==> config.mk <==
export PLATFORM = sky130hd
export DESIGN_NAME = pc_fetch_ctrl
export DESIGN_NICKNAME = d
export VERILOG_FILES = /design/src/rtl/pc_fetch_ctrl.sv
export SDC_FILE = /design/constraint.sdc
export NUM_CORES = 1
export LEC_CHECK = 0
export ABC_CLOCK_PERIOD_IN_PS = 2500
export CAP_MARGIN = 10
export CORE_AREA = 2 2 129 131
export DETAILED_ROUTE_END_ITERATION = 8
export DIE_AREA = 0 0 131 133
export HOLD_SLACK_MARGIN = 0.02
export PLACE_DENSITY = 0.79
export SLEW_MARGIN = 20
export SYNTH_ARGS = -nofsm -noshare
export SYNTH_HDL_FRONTEND = slang
export SYNTH_SLANG_ARGS = --single-unit
export TNS_END_PERCENT = 50
==> constraint.sdc <==
create_clock -name clk_i -period 2.5 [get_ports clk_i]
set_clock_uncertainty 0.15 [all_clocks]
set_input_delay 0.25 -clock clk_i [delete_from_list [all_inputs] [get_ports clk_i]]
set_output_delay 0.25 -clock clk_i [all_outputs]
set_load 0.005 [all_outputs]
==> src/rtl/pc_fetch_ctrl.sv <==
// pc_fetch_ctrl: program-counter register and single-outstanding instruction
// fetch sequencer. Issues one fetch per instruction on a req/gnt/rvalid port
// and holds the fetched word until the control unit strobes pc_write_i.
//
// Optional build macro: FETCH_MISALIGN_CHK_EN
//   defined     -> misaligned targets raise misalign_err_o and park the block
//                  in S_HOLD until an aligned trap-vector/trap-return redirect.
//   not defined -> the low two bits of every loaded PC are forced to zero.
module pc_fetch_ctrl #(
    parameter logic [31:0] RESET_VEC = 32'h0000_0000,
    parameter logic [31:0] NOP_INSTR = 32'h0000_0013
) (
    input  logic        clk_i,
    input  logic        rst_i,
    input  logic [2:0]  pc_source_i,
    input  logic        pc_write_i,
    input  logic [31:0] jalr_tgt_i,
    input  logic [31:0] branch_tgt_i,
    input  logic [31:0] jal_tgt_i,
    input  logic [31:0] mtvec_i,
    input  logic [31:0] mepc_i,
    output logic        imem_req_o,
    output logic [31:0] imem_addr_o,
    input  logic        imem_gnt_i,
    input  logic        imem_rvalid_i,
    input  logic [31:0] imem_rdata_i,
    output logic [31:0] pc_o,
    output logic [31:0] pc_plus4_o,
    output logic [31:0] ir_o,
    output logic        ir_valid_o
`ifdef FETCH_MISALIGN_CHK_EN
    ,
    output logic        misalign_err_o
`endif
);

    typedef enum logic [1:0] {
        S_BOOT = 2'd0,
        S_REQ  = 2'd1,
        S_WAIT = 2'd2,
        S_HOLD = 2'd3
    } state_t;

    state_t      state_q;
    logic [31:0] pc_q;
    logic [31:0] ir_q;
    logic        ir_valid_q;
    logic        imem_req_q;
    logic [31:0] pc_plus4_d;
    logic [31:0] target_d;
    logic [31:0] next_pc_d;

    assign pc_plus4_d = pc_q + 32'd4;

    // Raw redirect target chosen by the decoder's select; unused codes fall through to PC+4
    always_comb begin
        target_d = pc_plus4_d;
        case (pc_source_i)
            3'b001:  target_d = jalr_tgt_i;
            3'b010:  target_d = branch_tgt_i;
            3'b011:  target_d = jal_tgt_i;
            3'b100:  target_d = mtvec_i;
            3'b101:  target_d = mepc_i;
            default: target_d = pc_plus4_d;
        endcase
    end

`ifdef FETCH_MISALIGN_CHK_EN
    logic misalign_err_q;
    logic misaligned_d;
    logic trap_src_d;

    // Targets are loaded untouched so the faulting address stays visible in pc_o
    always_comb begin
        next_pc_d    = target_d;
        misaligned_d = (target_d[1:0] != 2'b00);
        trap_src_d   = (pc_source_i == 3'b100) || (pc_source_i == 3'b101);
    end

    assign misalign_err_o = misalign_err_q;
`else
    // Without the checker, word alignment is simply enforced on every load
    always_comb begin
        next_pc_d = target_d & ~32'h0000_0003;
    end
`endif

    // Fetch sequencer: BOOT -> REQ -> WAIT -> HOLD, one instruction in flight
    always_ff @(posedge clk_i or posedge rst_i) begin
        if (rst_i) begin
            state_q        <= S_BOOT;
            pc_q           <= RESET_VEC;
            ir_q           <= NOP_INSTR;
            ir_valid_q     <= 1'b0;
            imem_req_q     <= 1'b0;
`ifdef FETCH_MISALIGN_CHK_EN
            misalign_err_q <= 1'b0;
`endif
        end else begin
            case (state_q)
                S_BOOT: begin
                    state_q    <= S_REQ;
                    imem_req_q <= 1'b1;
                end
                S_REQ: begin
                    // Request stays up until the memory accepts it
                    if (imem_gnt_i) begin
                        state_q    <= S_WAIT;
                        imem_req_q <= 1'b0;
                    end
                end
                S_WAIT: begin
                    if (imem_rvalid_i) begin
                        state_q    <= S_HOLD;
                        ir_q       <= imem_rdata_i;
                        ir_valid_q <= 1'b1;
                    end
                end
                S_HOLD: begin
                    if (pc_write_i) begin
`ifdef FETCH_MISALIGN_CHK_EN
                        if (misalign_err_q) begin
                            // Parked: only an aligned trap redirect restarts fetching
                            if (trap_src_d && !misaligned_d) begin
                                pc_q           <= next_pc_d;
                                misalign_err_q <= 1'b0;
                                state_q        <= S_REQ;
                                imem_req_q     <= 1'b1;
                            end
                        end else if (misaligned_d) begin
                            pc_q           <= next_pc_d;
                            misalign_err_q <= 1'b1;
                            ir_valid_q     <= 1'b0;
                        end else begin
                            pc_q       <= next_pc_d;
                            ir_valid_q <= 1'b0;
                            state_q    <= S_REQ;
                            imem_req_q <= 1'b1;
                        end
`else
                        pc_q       <= next_pc_d;
                        ir_valid_q <= 1'b0;
                        state_q    <= S_REQ;
                        imem_req_q <= 1'b1;
`endif
                    end
                end
                default: begin
                    state_q    <= S_BOOT;
                    imem_req_q <= 1'b0;
                end
            endcase
        end
    end

    assign imem_req_o  = imem_req_q;
    assign imem_addr_o = pc_q;
    assign pc_o        = pc_q;
    assign pc_plus4_o  = pc_plus4_d;
    assign ir_o        = ir_q;
    assign ir_valid_o  = ir_valid_q;

endmodule
; ---- Yosys cells after proc, flatten, opt, wreduce, memory -nomap -nowiden
; Index checks and enable logic that the tools add are counted.
[word_totals]
ff_bits = 66
latch_bits = 0
ramBits = 0
mem_bits_ro = 0
input_bits = 200
out_inout_bits = 130
elab_cells = 36
memories = 0
[op_classes]
add_sub_neg = 1
multipliers = 0
n_div = 0
magnitude_cmp = 0
n_eq_ne = 11
shift = 0
n_mux = 11
bitwise_logic = 0
n_reduce_logical = 8
[op_table]
columns = operator, count
row1 = case mux 32 bit (5 select lines), 1
row2 = adder 32 x 3 -> 32 bit (second input constant), 1
row3 = AND reduction 3 bit, 3
row4 = case mux 2 bit (4 select lines), 1
row5 = equality test 3 x 2 -> 1 bit (second input constant), 2
row6 = equality test 3 bit (second input constant), 2
row7 = 2-to-1 mux 2 bit, 3
row8 = inequality test 2 bit (second input constant), 3
row9 = equality test 2 bit (second input constant), 2
row10 = 2-to-1 mux 1 bit, 4
row11 = AND reduction 2 bit, 2
row12 = equality test 3 x 1 -> 1 bit (second input constant), 1
row13 = case mux 1 bit (3 select lines), 1
row14 = nonzero test 3 bit, 1
row15 = equality test 2 x 1 -> 1 bit (second input constant), 1
row16 = zero test 2 bit, 1
row17 = case mux 1 bit (2 select lines), 1
row18 = nonzero test 2 bit, 1

; ---- Depth between registers and ports, before layout
; Gate-level depths: netlist of the first run.
[logic_depth]
depth_word = 3
ltp_mapped = 8
mapped_depth_nobuf = 7

; ---- Least setup slack after synthesis of the first run
; OpenSTA, ideal clock, no wires.
[synth_timing]
path_kind = register to output
from = register pc_q[15] (netlist: imem_addr_o[15])
to = output port pc_plus4_o[31]
arrival_ns = 1.668
t_required_ns = 2.100
path_slack_ns = 0.432
path_stages_with_launch = 7
n_path_buf = 1
cell_sequence = dfrtp_1 -> clkbuf_1 -> nand2_1 -> nor4_4 -> and4_1 -> and3_1 -> xor2_1
[synth_via]
elab_chain_len = 1
[synth_rtl]
columns = item, line
row1 = "start, declared", 45  ; logic [31:0] pc_q;
row2 = "start signal, assigned", 141  ; pc_q <= next_pc_d;
row3 = adder 32 x 3 -> 32 bit, 53  ; assign pc_plus4_d = pc_q + 32'd4;
row4 = "end, declared", 28  ; output logic [31:0] pc_plus4_o,
; No other way between the ends.

; ---- Worst setup path after layout of the first run
[layout_timing]
from = register pc_q[17] (netlist: imem_addr_o[17])
to = output port pc_plus4_o[29]
; Same word-level chain as after synthesis.

==> results.yml, run 1 <==
run_status:
  status: "completed"
timing:
  hold_ws_ns: 0.1767
  finalCritPeriodShare_pct: 99.13
  max_freq_mhz: 403.5
  rsz0062_at_grt: "true"
  finalSetupViolCount: 0
  post-route-min-period_ns: 2.478
  hold_viol: 0
  worst_pin_slew_ns: 0.6527
  fin_ws_ns: 0.02176
  tns_ns: 0
  finalMaxSlewViolations: 0
  slew_headroom_pct: 56.49
drt:
  drtIter0Drc: 285
  wirelength_mm: 21.83
  drt_pre_antenna_iters: 5
  drc: 0
  ant_nets: 0
  via_count: 5905
  wl_per_cell_um: 19.20
  vias_per_cell: 5.193
cells_and_area:
  finalNetCount: 1118
  antenna_cells: 0
  fillCellCount: 1435
  finalNonFillerCells: 1137
  post-route-util_pct: 57.12
  areaGrowthSynthToFinish_pct: 79.68
  drive_gt1_share_pct: 20.72
yosys:
  synth.distinct_cells: 61
  yosysWarningCount: 0
  synth_seq_area_share_pct: 32.20
  synth_most_common_cell: "dfrtp_1"
  synth_cells: 577
  synth-edff-count: 0
  avgSynthCellArea_um2: 8.910
  netlist_area_mm2: 0.005141
  synth_common_cells: "63 x dfrtp_1, 46 x mux2_2, 44 x a21oi_1, 42 x nand2_1, 36 x buf_4"
  synthTopCellsByArea: "dfrtp_1 31%, mux2_2 10%, buf_4 5.3%, a21oi_1 4.3%, xnor2_1 3.7%"
  async_flop_share_pct: 100.0
  synthFlopType: "dfrtp_1"
  synth_top_cell_by_area: "dfrtp_1"
  synth_top_area_share_pct: 30.66
  ys_ff_latch: 66
die:
  io_pins: 330
  die_x_um: 131
  coreArea_mm2: 0.01617
  start_util_pct: 31.79
  rows: 47
  die_h_um: 133
  dieArea_mm2: 0.01742
place:
  dp_hpwl_mm: 17.62
  dp_slack_ns: 0.04294
  routabilityCongestion: 0.9770
  io_buffers: 313
  dp_cells: 1105
power:
  power_switching_uw: 2909
  switching_share_pct: 34.36
  power_density_mw_per_mm2: 916.3
  ir_drop_uv: 422.0
  intPower_uw: 5556
  p_comb_share_pct: 62.3
  clkPwrFrac_pct: 14.5
  p_seq_share_pct: 23.2
  p_leak_uw: 0.003802
critical_path:
  crit_chain: "nand4_1, buf_6, nor4_4, and4_4, and3_1, xnor2_1, dlygate4sd2_1"
  cp.required_ns: 2.10
  slowest_stage: "dfrtp_1"
  end_kind: "primary output"
  ff2ff_setup_slack_ns: 0.13
  crit_family: "simple AND/OR/NAND/NOR gates"
  startpoint_type: "flop"
  critPathMaxFanout: 3
  cp.buffers_inverters: 2
  critPathKind: "reg -> out"
  arrival_ns: 2.08
  worst_path_largest_cell_delay_ns: 0.34
global_routing:
  grt_max_degree: 40
  track_usage_pct: 24.18
  grt_pass1_wl_mm: 32.12
  antenna_found_initial: 0
  grt_pass1_vias: 5839
  grt_overflow: 0
min_path:
  hp-class: "in -> async"
job:
  maxCapViolations: 0
cts:
  cts_root_buffer: "clkbuf_16"
  clk_pin_slew_worst_paths_ns: 0.06
  cts_tree: "built"
  cts_buffers: 9
  clk-insertion-delay-late_ns: 0.33
  clock_path_buffers: 2
  htreeDepth: 3
  cts_num_sinks: 66
  hold_buffers: 0
repair_timing:
action	in CTS	in global routing
resized for setup	33	45
endpoints found under the hold margin	0	0
buffers inserted	8	11
pin swaps	10	17
endpoints found under the setup margin	22	19
tightest hold or removal path, stage by stage:
cell             delay (ns)
clkdlybuf4s50_1        0.41
inv_2                  0.06
buf_4                  0.33
layout by cell type, fill, tap and decap left out, drive strengths merged, types with 6 or more instances in the layout:
master,synthesis,layout
clkdlybuf4s50,0,289
clkbuf,22,16
nor2,28,28
mux2,46,46
and4,9,9
dlymetal6s2s,0,8
mux2i,18,18
dfrtp,63,63
a2bb2oi,9,9
buf,55,88
o221a,8,8
and3,11,11
and2,6,6
xnor2,22,22
a211oi,11,11
inv,11,11
a21oi,44,44
nand2,42,42
o21a,8,8
o22a,6,6
conb,1,6
xor2,6,6
o22ai,13,13
o21ai,28,28
nand4,8,8
nand2b,18,18
nand3,20,20
sequential cells by signal, summed over array words and instances (netlist names):
register / count
imem_req_o: 1
ir_o: 32
ir_valid_o: 1
imem_addr_o: 30
state_q: 2
power by group through the flow:
| stage | clock, µW | combinational [µW] | sequential [µW] |
|---|---|---|---|
| after global placement | 0 | 5090 | 1930 |
| after detailed placement | 0 | 5170 | 1960 |
| after CTS | 1260 | 5170 | 1950 |
| after global routing | 1300 | 5660 | 2030 |
| after floorplan | 0 | 1950 | 2170 |
| final | 1230 | 5270 | 1960 |
routing by layer:
layer,vias up,share of wire [%],global-route usage (%)
li1,2775,-,-
met1,2750,39,29.58
met2,339,49,42.06
met3,41,9.0,4.812
met4,0,3.1,7.979
met5,-,0,0
logic make-up after synthesis:
| logic type | Yosys count | share of synthesized area [%] |
|---|---|---|
| compound gates | 169 | 22.58 |
| xor+xnor | 28 | 4.770 |
| fa+ha+maj | 5 | 1.217 |
| buf+inv | 89 | 9.491 |
| flops | 66 | 32.20 |
| mux | 64 | 13.58 |
| other cells | 1 | 0.07294 |
| simple gates | 155 | 16.09 |
path summary, 6_finish.rpt:
kind / startpoint / cells after the start / end
max reg2reg: imem_addr_o[17]$_DFFE_PP0P_ / 13 / imem_addr_o[27]$_DFFE_PP0P_
min in group clk_i: ir_o[22]$_DFFE_PP0P_ / 1 / ir_o[22]$_DFFE_PP0P_
min: rst_i / 3 / state_q[1]$_DFFE_PP0P_
max: imem_addr_o[17]$_DFFE_PP0P_ / 7 / pc_plus4_o[29]
min reg2reg: ir_o[22]$_DFFE_PP0P_ / 1 / ir_o[22]$_DFFE_PP0P_
max in group asynchronous: rst_i / 3 / ir_o[0]$_DFFE_PP1P_
per-stage QoR:
stage	instance area, µm²	power [µW]
6_report	9238	8464
3_3_place_gp	8643	7020
5_1_grt	9238	8995
4_1_cts	9050	8381
2_1_floorplan	5160	4120
3_5_place_dp	8643	7130
final cells by class:
type	count	area, µm²	share of cell area, %
Clock buffer	12	246.5	2.668
Tap cell	220	275.3	2.980
Inverter	12	45.04	0.4876
Timing Repair Buffer	397	3801	41.15
Clock inverter	3	40.04	0.4334
Multi-Input combinational cell	427	3174	34.36
Sequential cell	66	1655	17.92
No activity file was read; power rests on OpenSTA's default activity.
==> run 2: changes to the inputs <==
Settings changed: CORE_AREA 2 2 129 131 to 4 4 127 129, PLACE_DENSITY 0.79 to 0.83.
==> run 2 against run 1 <==
  * The run now ends with setup timing left
  * Worst hold slack got worse by 0.046 ns
  * Fmax fell by 3.2%
  * Critical path depth is 2 higher
  * Clock power hardly changed
  * Wire length rose by 2.9%
  * Sequential power is 2% higher
  * Flip-flop and latch count unchanged
  * Largest power group unchanged
  * Cell count decreased by 2.3%
  * Cell area fell by 0.73%
  * Count of clock-buffer cells in the layout is 1 higher
  * Largest cell class unchanged
  * Non-clock buffer count grew 3
==> results.yml, run 2 (synthesis gave the netlist of run 1 again) <==
run_status:
  status: "finished with violations"
  violations: "setup timing"
global_routing:
  grt_max_degree: 45
  grt_pass1_wl_mm: 32.17
  track_usage_pct: 23.94
  antenna_found_initial: 2
  grt_overflow: 0
  grt_pass1_vias: 5895
timing:
  finalSetupViolCount: 3
  rsz0062_at_grt: "true"
  slew_headroom_pct: 61.24
  finalMaxSlewViolations: 0
  max_freq_mhz: 390.5
  finalCritPeriodShare_pct: 102.4
  post-route-min-period_ns: 2.561
  fin_ws_ns: -0.06099
  tns_ns: -0.1474
  hold_ws_ns: 0.1310
  worst_pin_slew_ns: 0.5815
  hold_viol: 0
power:
  clkPwrFrac_pct: 14.6
  p_leak_uw: 0.003762
  p_seq_share_pct: 23.7
  power_density_mw_per_mm2: 920.0
  switching_share_pct: 34.70
  p_comb_share_pct: 61.6
  power_switching_uw: 2927
  intPower_uw: 5509
  ir_drop_uv: 333.3
critical_path:
  cp.required_ns: 2.10
  r2r_cells: 12
  worst_path_largest_cell_delay_ns: 0.36
  startpoint_type: "flop"
  ff2ff_setup_slack_ns: 0.12
  critPathMaxFanout: 5
  critPathKind: "reg -> out"
  rr_endpoint: "imem_addr_o[27]$_DFFE_PP0P_"
  arrival_ns: 2.16
  setup.worst_path.start: "imem_addr_o[19]$_DFFE_PP0P_"
  crit_chain: "nand4_1, buf_4, buf_4, nor4_4, buf_4, buf_4, nand4_1, xnor2_1, clkdlybuf4s15_1"
  endpoint: "pc_plus4_o[26]"
  crit_top_cell: "buf_4"
  slowest_stage: "dfrtp_1"
  end_kind: "primary output"
  rr_startpoint: "imem_addr_o[19]$_DFFE_PP0P_"
drt:
  drtIter0Drc: 389
  wirelength_mm: 22.46
  ant_nets: 0
  drc: 0
  via_count: 5977
  vias_per_cell: 5.380
  drt_pre_antenna_iters: 5
  wl_per_cell_um: 20.21
cells_and_area:
  fillCellCount: 1274
  design_area_mm2: 0.009170
  largest_reg_flops: 32
  finalNetCount: 1121
  multiInputGateArea_mm2: 0.003152
  final_common_cell: "clkdlybuf4s50_1"
  regArea_mm2: 0.001655
  drive_gt1_share_pct: 20.96
  areaGrowthSynthToFinish_pct: 78.36
  final_cell_mix: "289 x clkdlybuf4s50_1, 81 x buf_4, 63 x dfrtp_1"
cts:
  cts_root_buffer: "clkbuf_16"
  clk-insertion-delay-late_ns: 0.33
  cts_num_sinks: 66
  htreeDepth: 3
  cts_buffers: 9
  clk_pin_slew_worst_paths_ns: 0.05
  cts_tree: "built"
  clock_path_buffers: 2
die:
  coreArea_mm2: 0.01503
  io_pins: 330
  rows: 45
  dieArea_mm2: 0.01742
  die_x_um: 131
  die_h_um: 133
  start_util_pct: 34.20
place:
  io_buffers: 313
  dp_hpwl_mm: 17.91
  dp_slack_ns: 0.04920
  placed_area_mm2: 0.008601
  routabilityCongestion: 0.9289
min_path:
  hp-class: "in -> async"
job:
  maxCapViolations: 0
[run 2: repair_timing]
action / 4_1_cts / 5_1_grt
setup endpoints to repair: 22 / 9
gates resized for setup: 43 / 24
hold buffers: 0 / 0
buffers inserted: 12 / 12
pin swaps: 12 / 12
[run 2: layout make-up]
cell class | count | area share (%)
diodes | 2 | 0.05458
clock buffers | 13 | 2.729
clock inverters | 3 | 0.4366
inverters | 12 | 0.4912
multi-input cells | 427 | 34.37
flip-flops and latches | 66 | 18.05
well taps | 188 | 2.565
repair buffers | 400 | 41.30
[run 2: critical path, delay by kind of cell (launching register included)]
| kind | cells | cell delay [ns] |
|---|---|---|
| and+or+nand+nor | 3 | 0.42 |
| xor gates and xnor gates | 1 | 0.23 |
| DFF | 1 | 0.36 |
| buffers and inverters | 5 | 0.83 |
[run 2: per-layer routing]
metal	routed length (µm)	global-route usage, %
met5	0	0
met4	766	11.09
met3	2275	5.289
met2	10860	40.27
met1	8553	28.67
[run 2: how the worst min path moves through the flow]
stage | slack (ns) | startpoint | endpoint
floorplan | 0.25 | imem_rdata_i[20] | ir_o[20]$_DFFE_PP0P_
global placement | 0.33 | imem_req_o$_DFFE_PP0P_ | imem_req_o$_DFFE_PP0P_
detailed placement | 0.34 | ir_o[29]$_DFFE_PP0P_ | ir_o[29]$_DFFE_PP0P_
CTS | 0.14 | rst_i | imem_addr_o[31]$_DFFE_PP0P_
global route | 0.19 | rst_i | ir_o[20]$_DFFE_PP0P_
finish | 0.13 | rst_i | imem_addr_o[31]$_DFFE_PP0P_
[run 2: stage by stage]
step | cells | power, µW | util [%]
after floorplan | 582 | 4120 | -
after global placement | 1071 | 7024 | 57.21
after detailed placement | 1071 | 7149 | 57.21
after CTS | 1099 | 8382 | 60.25
after global routing | 1111 | 8939 | 61.00
final | 1111 | 8436 | 61.00
[run 2: power groups by stage]
stage	sequential, µW	clock [µW]	combinational (µW)
floorplan	2170	0	1950
global placement	1980	0	5050
detailed placement	2010	0	5140
CTS	2010	1250	5120
global route	2070	1300	5570
finish	2000	1240	5200
==> run 3: changes to the inputs <==
Settings changed: CAP_MARGIN 10 to 20, CORE_AREA 4 4 127 129 to 4 4 126 128, DIE_AREA 0 0 131 133 to 0 0 130 132, DONT_BUFFER_PORTS from default to 1, PLACE_DENSITY 0.83 to 0.56.
==> run 3 against run 2 <==
  * Worst setup slack better by 0.17 ns
  * The run now ends clean
  * Cell count down 29%
  * Global-route usage fell by 2.3 points
  * Via count fell by 20%
  * Fmax up 7.0%
  * Cell area down 35%
  * Sequential power grew 8%
  * Critical path type unchanged
  * Count of clock-buffer cells in the layout down 2
  * Worst hold slack got worse by 0.077 ns
  * Sequential share of layout area is 9.9 points higher
==> results.yml, run 3 (synthesis gave the netlist of run 1 again) <==
run_status:
  status: "completed"
cts:
  clk_pin_slew_worst_paths_ns: 0.06
  cts_buffers: 9
  cts_root_buffer: "clkbuf_16"
  cts_tree: "built"
  htreeDepth: 3
  clock_path_buffers: 2
  clk-insertion-delay-late_ns: 0.33
  cts_num_sinks: 66
timing:
  hold_viol: 0
  finalCritPeriodShare_pct: 95.78
  finalMaxSlewViolations: 0
  finalSetupViolCount: 0
  fin_ws_ns: 0.1056
  max_freq_mhz: 417.6
  slew_headroom_pct: 55.24
  tns_ns: 0
  worst_pin_slew_ns: 0.6714
  post-route-min-period_ns: 2.394
  rsz0062_at_grt: "false"
critical_path:
  end_kind: "primary output"
  slowest_stage: "dfrtp_2"
  crit_chain: "ha_2, and3_1, and3_2, and4_1, xnor2_1"
  cp.required_ns: 2.10
  critPathMaxFanout: 6
  crit_family: "simple AND/OR/NAND/NOR gates"
  worst_path_largest_cell_delay_ns: 0.42
  startpoint_type: "flop"
  arrival_ns: 1.99
  critPathKind: "reg -> out"
  cp.buffers_inverters: 0
cells_and_area:
  drive_gt1_share_pct: 20.84
  fillCellCount: 1496
  final_common_cell: "dfrtp_1"
  finalNetCount: 795
  post-route-util_pct: 39.96
  largest_reg_flops: 32
  areaGrowthSynthToFinish_pct: 15.53
  final_cell_mix: "61 x dfrtp_1, 46 x mux2_2, 44 x a21oi_1"
die:
  rows: 45
  dieArea_mm2: 0.01716
  die_h_um: 132
  start_util_pct: 34.59
  die_x_um: 130
  io_pins: 330
  coreArea_mm2: 0.01486
global_routing:
  grt_pass1_wl_mm: 28.59
  antenna_found_initial: 1
  grt_pass1_vias: 4781
  grt_max_degree: 49
  grt_use_met2_pct: 37.08
  grt-busiest-layer: "met2"
  grtUsageMet1_pct: 25.65
  met3_usage_pct: 5.673
  track_usage_pct: 21.68
  grt_overflow: 0
power:
  power_uw: 5967
  p_seq_share_pct: 36.2
  p_leak_uw: 0.002381
  switching_share_pct: 41.27
  ir_drop_uv: 312.6
  p_comb_share_pct: 44.5
  power_density_mw_per_mm2: 1005
  intPower_uw: 3505
  power_switching_uw: 2463
  clkPwrFrac_pct: 19.4
drt:
  drtIter0Drc: 239
  drc: 0
  via_count: 4786
  ant_nets: 0
  vias_per_cell: 6.105
  wl_per_cell_um: 25.06
  wirelength_mm: 19.65
  drt_pre_antenna_iters: 5
place:
  dp_slack_ns: 0.2304
  routabilityCongestion: 0.9266
  io_buffers: 0
  dp_hpwl_mm: 15.24
min_path:
  hp-class: "in -> reg"
job:
  maxCapViolations: 0
-- run 3: power groups by stage --
stage	combinational [µW]	clock, µW	sequential (µW)
2_1_floorplan	1950	0	2170
3_3_place_gp	2510	0	2150
3_5_place_dp	2570	0	2180
4_1_cts	2640	1190	2160
5_1_grt	2900	1230	2240
6_report	2650	1160	2160
-- run 3: tightest hold or removal path: stages --
cell       delay [ns]
nand2_1          0.05
o2bb2ai_1        0.13
a2bb2oi_1        0.07
-- run 3: worst paths after layout --
| check | to | slack [ns] | startpoint | cells past startpoint |
|---|---|---|---|---|
| hold reg to reg | ir_o[22]$_DFFE_PP0P_ | 0.38 | ir_o[22]$_DFFE_PP0P_ | 1 |
| hold / removal | imem_addr_o[16]$_DFFE_PP0P_ | 0.05 | mepc_i[16] | 3 |
| setup reg to reg | imem_addr_o[13]$_DFFE_PP0P_ | 0.38 | state_q[1]$_DFFE_PP0P_ | 4 |
| max in group asynchronous | imem_addr_o[3]$_DFFE_PP0P_ | 1.23 | rst_i | 3 |
| setup / recovery | pc_plus4_o[30] | 0.11 | imem_addr_o[2]$_DFFE_PP0P_ | 5 |
| min in group asynchronous | state_q[0]$_DFFE_PP0P_ | 0.32 | rst_i | 2 |
-- run 3: timing repair --
action	4_1_cts	5_1_grt
endpoints found under the hold margin	56	0
gates resized for setup	4	8
pin swaps	0	2
buffers inserted	0	1
hold buffers	36	0
setup endpoints to repair	6	12
-- run 3: final cells by class --
cell class                 count  area [µm²]  area share (%)
multi-input combinational    427        3055           51.44
sequential                    66        1658           27.91
timing repair buffer          74       670.6           11.29
clock buffer                  11       242.7           4.087
tap                          188       235.2           3.960
inverter                      12       45.04          0.7584
clock inverter                 5       30.03          0.5056
antenna                        1       2.502         0.04213
-- run 3: layer usage --
metal  wire length (µm)  vias up
li1                   -     2119
met1               7418     2294
met2               9650      340
met3               2020       33
met4                561        0
met5                  0        -
-- run 3: stage by stage --
step	hold slack (ns)	cells	instance area (µm²)
after floorplan	0.2505	582	5160
after global placement	0.07595	730	5255
after detailed placement	0.09403	730	5255
after CTS	0.04154	782	5903
after global routing	0.03403	784	5939
final	0.05446	784	5939
